## config.mk

```make
export PLATFORM = sky130hd
export DESIGN_NAME = kmc_npr_arb
export DESIGN_NICKNAME = d
export VERILOG_FILES = /design/src/rtl/kmc_npr_pkg.sv /design/src/rtl/kmc_npr_chreg.sv /design/src/rtl/kmc_npr_arb.sv
export SDC_FILE = /design/constraint.sdc
export NUM_CORES = 1
export LEC_CHECK = 0
export BUFFER_PORTS_ARGS = -buffer_cell sky130_fd_sc_hd__clkbuf_2
export CORE_MARGIN = 2
export CORE_UTILIZATION = 46
export CTS_CLUSTER_SIZE = 30
export DETAILED_ROUTE_END_ITERATION = 8
export GPL_ROUTABILITY_DRIVEN = 0
export HOLD_SLACK_MARGIN = 0.15
export PLACE_DENSITY = 0.75
export SYNTH_ARGS = -nofsm -noshare
export SYNTH_HDL_FRONTEND = slang
export SYNTH_SLANG_ARGS = --single-unit
```

## constraint.sdc

```tcl
create_clock -name clk -period 2 [get_ports clk]
set_clock_uncertainty 0.15 [all_clocks]
set_input_delay 0.4 -clock clk [delete_from_list [all_inputs] [get_ports clk]]
set_output_delay 0.4 -clock clk [all_outputs]
set_load 0.02 [all_outputs]
```

## src/rtl/kmc_npr_pkg.sv

```systemverilog
// Shared definitions for the multi-channel KMC NPR arbiter: NPRC bit layout,
// arbiter FSM states and the round-robin search helper.
package kmc_npr_pkg;

  localparam int BIT_BYTEXFER = 7;
  localparam int BIT_NPRO     = 4;
  localparam int BIT_BAEI_HI  = 3;
  localparam int BIT_BAEI_LO  = 2;
  localparam int BIT_NLXFER   = 1;
  localparam int BIT_NPRRQ    = 0;

  localparam int CNT_W = 12;

  typedef enum logic [1:0] {
    IDLE  = 2'd0,
    SETUP = 2'd1,
    REQ   = 2'd2,
    DONE  = 2'd3
  } npr_state_t;

  // First pending index strictly after 'last' (wrapping, 'last' itself checked
  // last). Passing last = nch-1 turns this into lowest-index-wins.
  function automatic logic [2:0] rr_pick(input logic [7:0] pend,
                                         input logic [2:0] last,
                                         input int         nch);
    logic [2:0] pick;
    logic [2:0] idx;
    pick = 3'd0;
    for (int k = 8; k >= 1; k--) begin
      if (k <= nch) begin
        idx = 3'((int'(last) + k) % nch);
        if (pend[idx]) pick = idx;
      end
    end
    return pick;
  endfunction

endpackage

```

## src/rtl/kmc_npr_chreg.sv

```systemverilog
// One NPR channel control register: stored NPRC fields plus the PEND/ACTIVE
// pair that feeds the arbiter and the BUSY readback bit.
module kmc_npr_chreg
  import kmc_npr_pkg::*;
(
  input  logic       clk,
  input  logic       rst,
  input  logic       init,
  input  logic       ld,
  input  logic [7:0] alu,
  input  logic       grant,
  input  logic       finish,
  output logic       pend,
  output logic [7:0] nprc,
  output logic       byte_xfer,
  output logic       npro,
  output logic [1:0] bae
);

  logic       byte_reg;
  logic       npro_reg;
  logic [1:0] bae_reg;
  logic       nlx_reg;
  logic       pend_reg;
  logic       active_reg;
  logic       ld_ok;
  logic       unused_alu;

  assign ld_ok      = ld && !active_reg;
  assign unused_alu = ^alu[6:5];

  always_ff @(posedge clk) begin
    if (!rst || init) begin
      byte_reg   <= 1'b0;
      npro_reg   <= 1'b0;
      bae_reg    <= 2'b00;
      nlx_reg    <= 1'b0;
      pend_reg   <= 1'b0;
      active_reg <= 1'b0;
    end else begin
      if (ld_ok) begin
        byte_reg <= alu[BIT_BYTEXFER];
        npro_reg <= alu[BIT_NPRO];
        bae_reg  <= alu[BIT_BAEI_HI:BIT_BAEI_LO];
        nlx_reg  <= alu[BIT_NLXFER];
      end
      // A grant consumes the request even if a reload lands on the same edge.
      if (grant) begin
        pend_reg   <= 1'b0;
        active_reg <= 1'b1;
      end else if (ld_ok) begin
        pend_reg <= alu[BIT_NPRRQ];
      end
      if (finish) active_reg <= 1'b0;
    end
  end

  assign pend      = pend_reg;
  assign byte_xfer = byte_reg;
  assign npro      = npro_reg;
  assign bae       = bae_reg;
  assign nprc      = {byte_reg, 2'b00, npro_reg, bae_reg, nlx_reg, pend_reg | active_reg};

endmodule

```

## src/rtl/kmc_npr_arb.sv

```systemverilog
// Multi-channel NPR arbiter: NCH channel registers share one device DMA
// request/acknowledge pair, with an NXM timeout per transfer.
module kmc_npr_arb
  import kmc_npr_pkg::*;
#(
  parameter  int NCH    = 4,
  parameter  int NXMCYC = 100,
  parameter  int RRARB  = 1,
  localparam int CHW    = (NCH > 1) ? $clog2(NCH) : 1
) (
  input  logic             clk,
  input  logic             rst,
  input  logic             kmcINIT,
  input  logic [NCH-1:0]   chLD,
  input  logic [8*NCH-1:0] chALU,
  input  logic             devACKI,
  output logic             devREQO,
  output logic [CHW-1:0]   devCH,
  output logic             devNPRO,
  output logic [1:0]       devBAE,
  output logic             devBYTE,
  output logic [8*NCH-1:0] chNPRC,
  output logic [NCH-1:0]   chDONE,
  output logic [NCH-1:0]   chNXM
);

  localparam logic [CNT_W-1:0] CNT_LOAD = CNT_W'(NXMCYC - 1);
  localparam logic [CNT_W-1:0] CNT_ONE  = CNT_W'(1);

  npr_state_t       state_reg, state_next;
  logic [CNT_W-1:0] cnt_reg;
  logic [CHW-1:0]   rr_ptr_reg;
  logic [CHW-1:0]   pick_idx;
  logic [NCH-1:0]   pend_vec;
  logic [NCH-1:0]   byte_vec;
  logic [NCH-1:0]   npro_vec;
  logic [1:0]       bae_arr [NCH];
  logic [NCH-1:0]   grant_vec;
  logic [NCH-1:0]   done_next;
  logic [NCH-1:0]   nxm_next;
  logic [NCH-1:0]   finish_vec;
  logic             req_next;
  logic             any_pend;
  logic [7:0]       pend8;
  logic [2:0]       last3;

  for (genvar gi = 0; gi < NCH; gi++) begin : g_ch
    kmc_npr_chreg u_chreg (
      .clk       (clk),
      .rst       (rst),
      .init      (kmcINIT),
      .ld        (chLD[gi]),
      .alu       (chALU[8*gi +: 8]),
      .grant     (grant_vec[gi]),
      .finish    (finish_vec[gi]),
      .pend      (pend_vec[gi]),
      .nprc      (chNPRC[8*gi +: 8]),
      .byte_xfer (byte_vec[gi]),
      .npro      (npro_vec[gi]),
      .bae       (bae_arr[gi])
    );
  end

  assign any_pend = |pend_vec;
  assign pend8    = 8'(pend_vec);
  assign last3    = (RRARB != 0) ? 3'(rr_ptr_reg) : 3'(NCH - 1);
  assign pick_idx = CHW'(rr_pick(pend8, last3, NCH));

  always_ff @(posedge clk) begin
    if (!rst || kmcINIT) state_reg <= IDLE;
    else                 state_reg <= state_next;
  end

  always_comb begin
    state_next = state_reg;
    case (state_reg)
      IDLE:    if (any_pend) state_next = SETUP;
      SETUP:   state_next = REQ;
      REQ:     if (devACKI || cnt_reg == '0) state_next = DONE;
      DONE:    state_next = IDLE;
      default: state_next = IDLE;
    endcase
  end

  // ACK is tested before the counter so an ACK on the last cycle still wins.
  always_comb begin
    grant_vec = '0;
    done_next = '0;
    nxm_next  = '0;
    req_next  = 1'b0;
    case (state_reg)
      IDLE:  if (any_pend) grant_vec[pick_idx] = 1'b1;
      SETUP: req_next = 1'b1;
      REQ: begin
        if (devACKI)              done_next[devCH] = 1'b1;
        else if (cnt_reg == '0)   nxm_next[devCH]  = 1'b1;
        else                      req_next         = 1'b1;
      end
      default: ;
    endcase
  end

  assign finish_vec = done_next | nxm_next;

  always_ff @(posedge clk) begin
    if (!rst || kmcINIT) begin
      cnt_reg    <= '0;
      rr_ptr_reg <= '0;
      devREQO    <= 1'b0;
      devCH      <= '0;
      devNPRO    <= 1'b0;
      devBAE     <= 2'b00;
      devBYTE    <= 1'b0;
      chDONE     <= '0;
      chNXM      <= '0;
    end else begin
      devREQO <= req_next;
      chDONE  <= done_next;
      chNXM   <= nxm_next;
      if (state_reg == IDLE && any_pend) begin
        devCH   <= pick_idx;
        devNPRO <= npro_vec[pick_idx];
        devBAE  <= bae_arr[pick_idx];
        devBYTE <= byte_vec[pick_idx];
      end
      if (state_reg == SETUP)
        cnt_reg <= CNT_LOAD;
      else if (state_reg == REQ && !devACKI && cnt_reg != '0)
        cnt_reg <= cnt_reg - CNT_ONE;
      if (state_reg == DONE) rr_ptr_reg <= devCH;
    end
  end

endmodule
```

==> key figures <==
Status
  • Status: finished with violations
  • Violated checks: negative setup slack

Power and ir drop
  • Peak supply drop: 534 µV
  • Lkg Pwr: between 1.5 and 2 nW
  • Tot Pwr: 0.00299 W
  • Switching Fraction: 22.3%
  • Switching power: 0.000667 W
  • Comb power frac: 12.0%
  • Clock share of power: 47.2%
  • PwrDens: 784 mW/mm²
  • Flop pwr share: 40.8%
  • Internal Power: 0.00233 W

Yosys
  • Top post-synthesis cells by count: dfxtp_1, nor2_1, mux2i_1
  • Top_reg_cell synth: dfxtp_1
  • Post-synthesis compound-gate area fraction: about a tenth
  • Syn. warnings: 0
  • Mapped Avg Cell Area: 9.52 µm²
  • Main combinational cell family by area after synthesis: simple AND/OR/NAND/NOR gates
  • Mapped Area: about 0.0027 mm²
  • Synth Area in Adders: 2.74%
  • Post-synthesis mux area share: 14.1%
  • Asr flop ratio synth: 0%
  • Seq/Total Area, Yosys: 43.1%
  • Post-Synthesis Cells: roughly 290
  • Post-synthesis xor/xnor area fraction: 3.51%
  • Synthesized flop and latch total: 59
  • Synth cell types: 40
  • Top cell type's share of synthesized area: a little over two fifths
  • Simple-Gate Fraction of Synth Area: between 10% and 20%
  • Count leader, synth: dfxtp_1
  • Top cells by area, synth: dfxtp_1, mux2i_1, buf_4, nor2_1, ha_1
  • Post-synth EDFFs: 0
  • Post-synth top area cell: dfxtp_1

Finish
  • Max reg flops: 12
  • N_diodes: 0
  • Layout cells sized above 1: 37.8%
  • Layout net count: ~440
  • Area Growth Syn to Fin: 39.1%

Place
  • DP HPWL: between 4 and 5 mm
  • Dpl ws: -0.163 ns
  • PortBufs: 70

Worst setup path
  • Setup CP Type: reg2reg
  • Critical Path AT: 2.17 ns
  • Crit end category: flip-flop
  • Critical path startpoint category: flip-flop
  • Worst EP required: 2.06 ns
  • Crit Path Max Fanout: 6

Drt
  • Max Used Layer: met4
  • DR vias: 2397
  • Routed Antenna Nets: 0
  • Wirelength per Cell: 13.8 µm
  • Wl on met1: 2.74 mm
  • TritonRoute pass-1 iters: 4
  • Initial drt markers: 72
  • Routed WL: roughly 6.6 mm
  • DR WL met2: 3.36 mm
  • DR vias/cell: 5.03
  • DR WL met3: 386 µm
  • Residual DRC: 0

STA
  • Final hold violation count: 0
  • Final count of negative-setup-slack endpoints: 13
  • Max Fclk: 475 MHz
  • Unrepaired setup endpoints after global routing: yes
  • Max-slew violations: 0
  • Post-layout min period: 2.10 ns
  • Period utilization: 105%
  • Final worst slack: -0.105 ns

Worst hold path
  • Worst hold path class: in2reg

Clocking
  • Clk slew on worst S/H paths: 0.06 ns
  • TritonCTS Buffers: 9
  • Sink Count: 59
  • H-tree Lvls: 3
  • Clk Latency, worst-skew pair: 0.34 ns
  • CTS tree: yes
  • Longest Clk Path Bufs: 2
  • Clk Tree Root Cell: clkbuf_8

GRT
  • Total track usage: 20.9%
  • First-pass GRT wire length: 10.4 mm
  • Initial antenna violation count: 0
  • Vias in the first global route: 2284
  • Largest net degree at the start of global routing: 40
  • GR Overflow Total: 0

Floorplan
  • Core ar.: approximately 0.006 mm²
  • Die ar.: 0.00660 mm²
  • I/O pins: between 80 and 90
  • Die Ht: 81.2 µm
  • Rows: 28
  • Initial core utilization: roughly 47%
  • Die W: slightly above 80 µm

Run
  • Max_cap viols: 0
## path summary, 6_finish.rpt
kind	start	to	slack [ns]	cells past startpoint
worst min register to register	devBAE[0]	devBAE[0]	0.33	2
worst max-delay path	cnt_reg[5]	cnt_reg[6]	-0.10	7
worst min-delay path	chALU[26]	g_ch[3].u_chreg.bae[0]	0.18	3
worst max register to register	cnt_reg[5]	cnt_reg[6]	-0.10	7
## placed cells by master (no fill, tap or decap), drive strengths merged, types with 8 or more instances in the layout
master,synthesis,layout
a21oi,8,8
buf,25,37
clkbuf,10,81
conb,1,8
dfxtp,59,59
dlygate4sd3,0,18
inv,8,8
mux2i,34,34
nand2,9,9
nor2,40,40
nor3,10,10
## metrics by stage
stage / util [%] / std cells / setup TNS (ns) / hold slack (ns) / instance area [µm²]
2_1_floorplan: - / 295 / -0.0146 / 0.312 / 2770
3_3_place_gp: 55.4 / 436 / -1.25 / 0.308 / 3240
3_5_place_dp: 55.4 / 436 / -1.62 / 0.322 / 3240
4_1_cts: 63.8 / 474 / -0.263 / 0.163 / 3730
5_1_grt: 65.2 / 477 / -1.54 / 0.153 / 3810
6_report: 65.2 / 477 / -0.713 / 0.177 / 3810
## final cells by class
type                       count  area, µm²
clock buffer                  11        131
sequential                    59       1180
clock inverter                 5        125
multi-input combinational    194       1420
tap                           75       93.8
inverter                       8       30.0
timing repair buffer         125        828
fill                         505       2040
## logic make-up after synthesis
family	after synthesis
AOI/OAI and AO/OA	30
xor gates and xnor gates	11
other	1
buffers and inverters	43
adders and majority gates	6
DFF	59
muxes	38
and+or+nand+nor	100
## critical path: stages, from the launching register on
cell and delay [ns]:
dfxtp_2 0.32, or4_4 0.56, buf_6 0.14, o41ai_4 0.36
buf_6 0.19, nor2_2 0.04, xnor2_1 0.15, a21oi_1 0.08
## power groups by stage
stage	combinational (W)	clock, W	sequential [W]
2_1_floorplan	0.000215	0	0.00125
3_3_place_gp	0.000305	0	0.00125
3_5_place_dp	0.000309	0	0.00125
4_1_cts	0.000345	0.00143	0.00122
5_1_grt	0.000388	0.00149	0.00123
6_report	0.000359	0.00141	0.00122
## timing repair
action | in CTS | in global routing
endpoints found under the hold margin | 18 | 0
resized for setup | 5 | 13
setup endpoints to repair | 19 | 18
hold buffers | 18 | 0
cloned | 1 | 0
pin swaps | 12 | 8
setup buffers | 3 | 3
## metal layers
layer  vias to the layer above  global-route usage [%]
met2                        78                    35.6
li1                       1188                       -
met3                        12                    8.78
met1                      1119                    23.6
met4                         0                    7.12
met5                         -                       0
(Power assumes the default switching activity.)
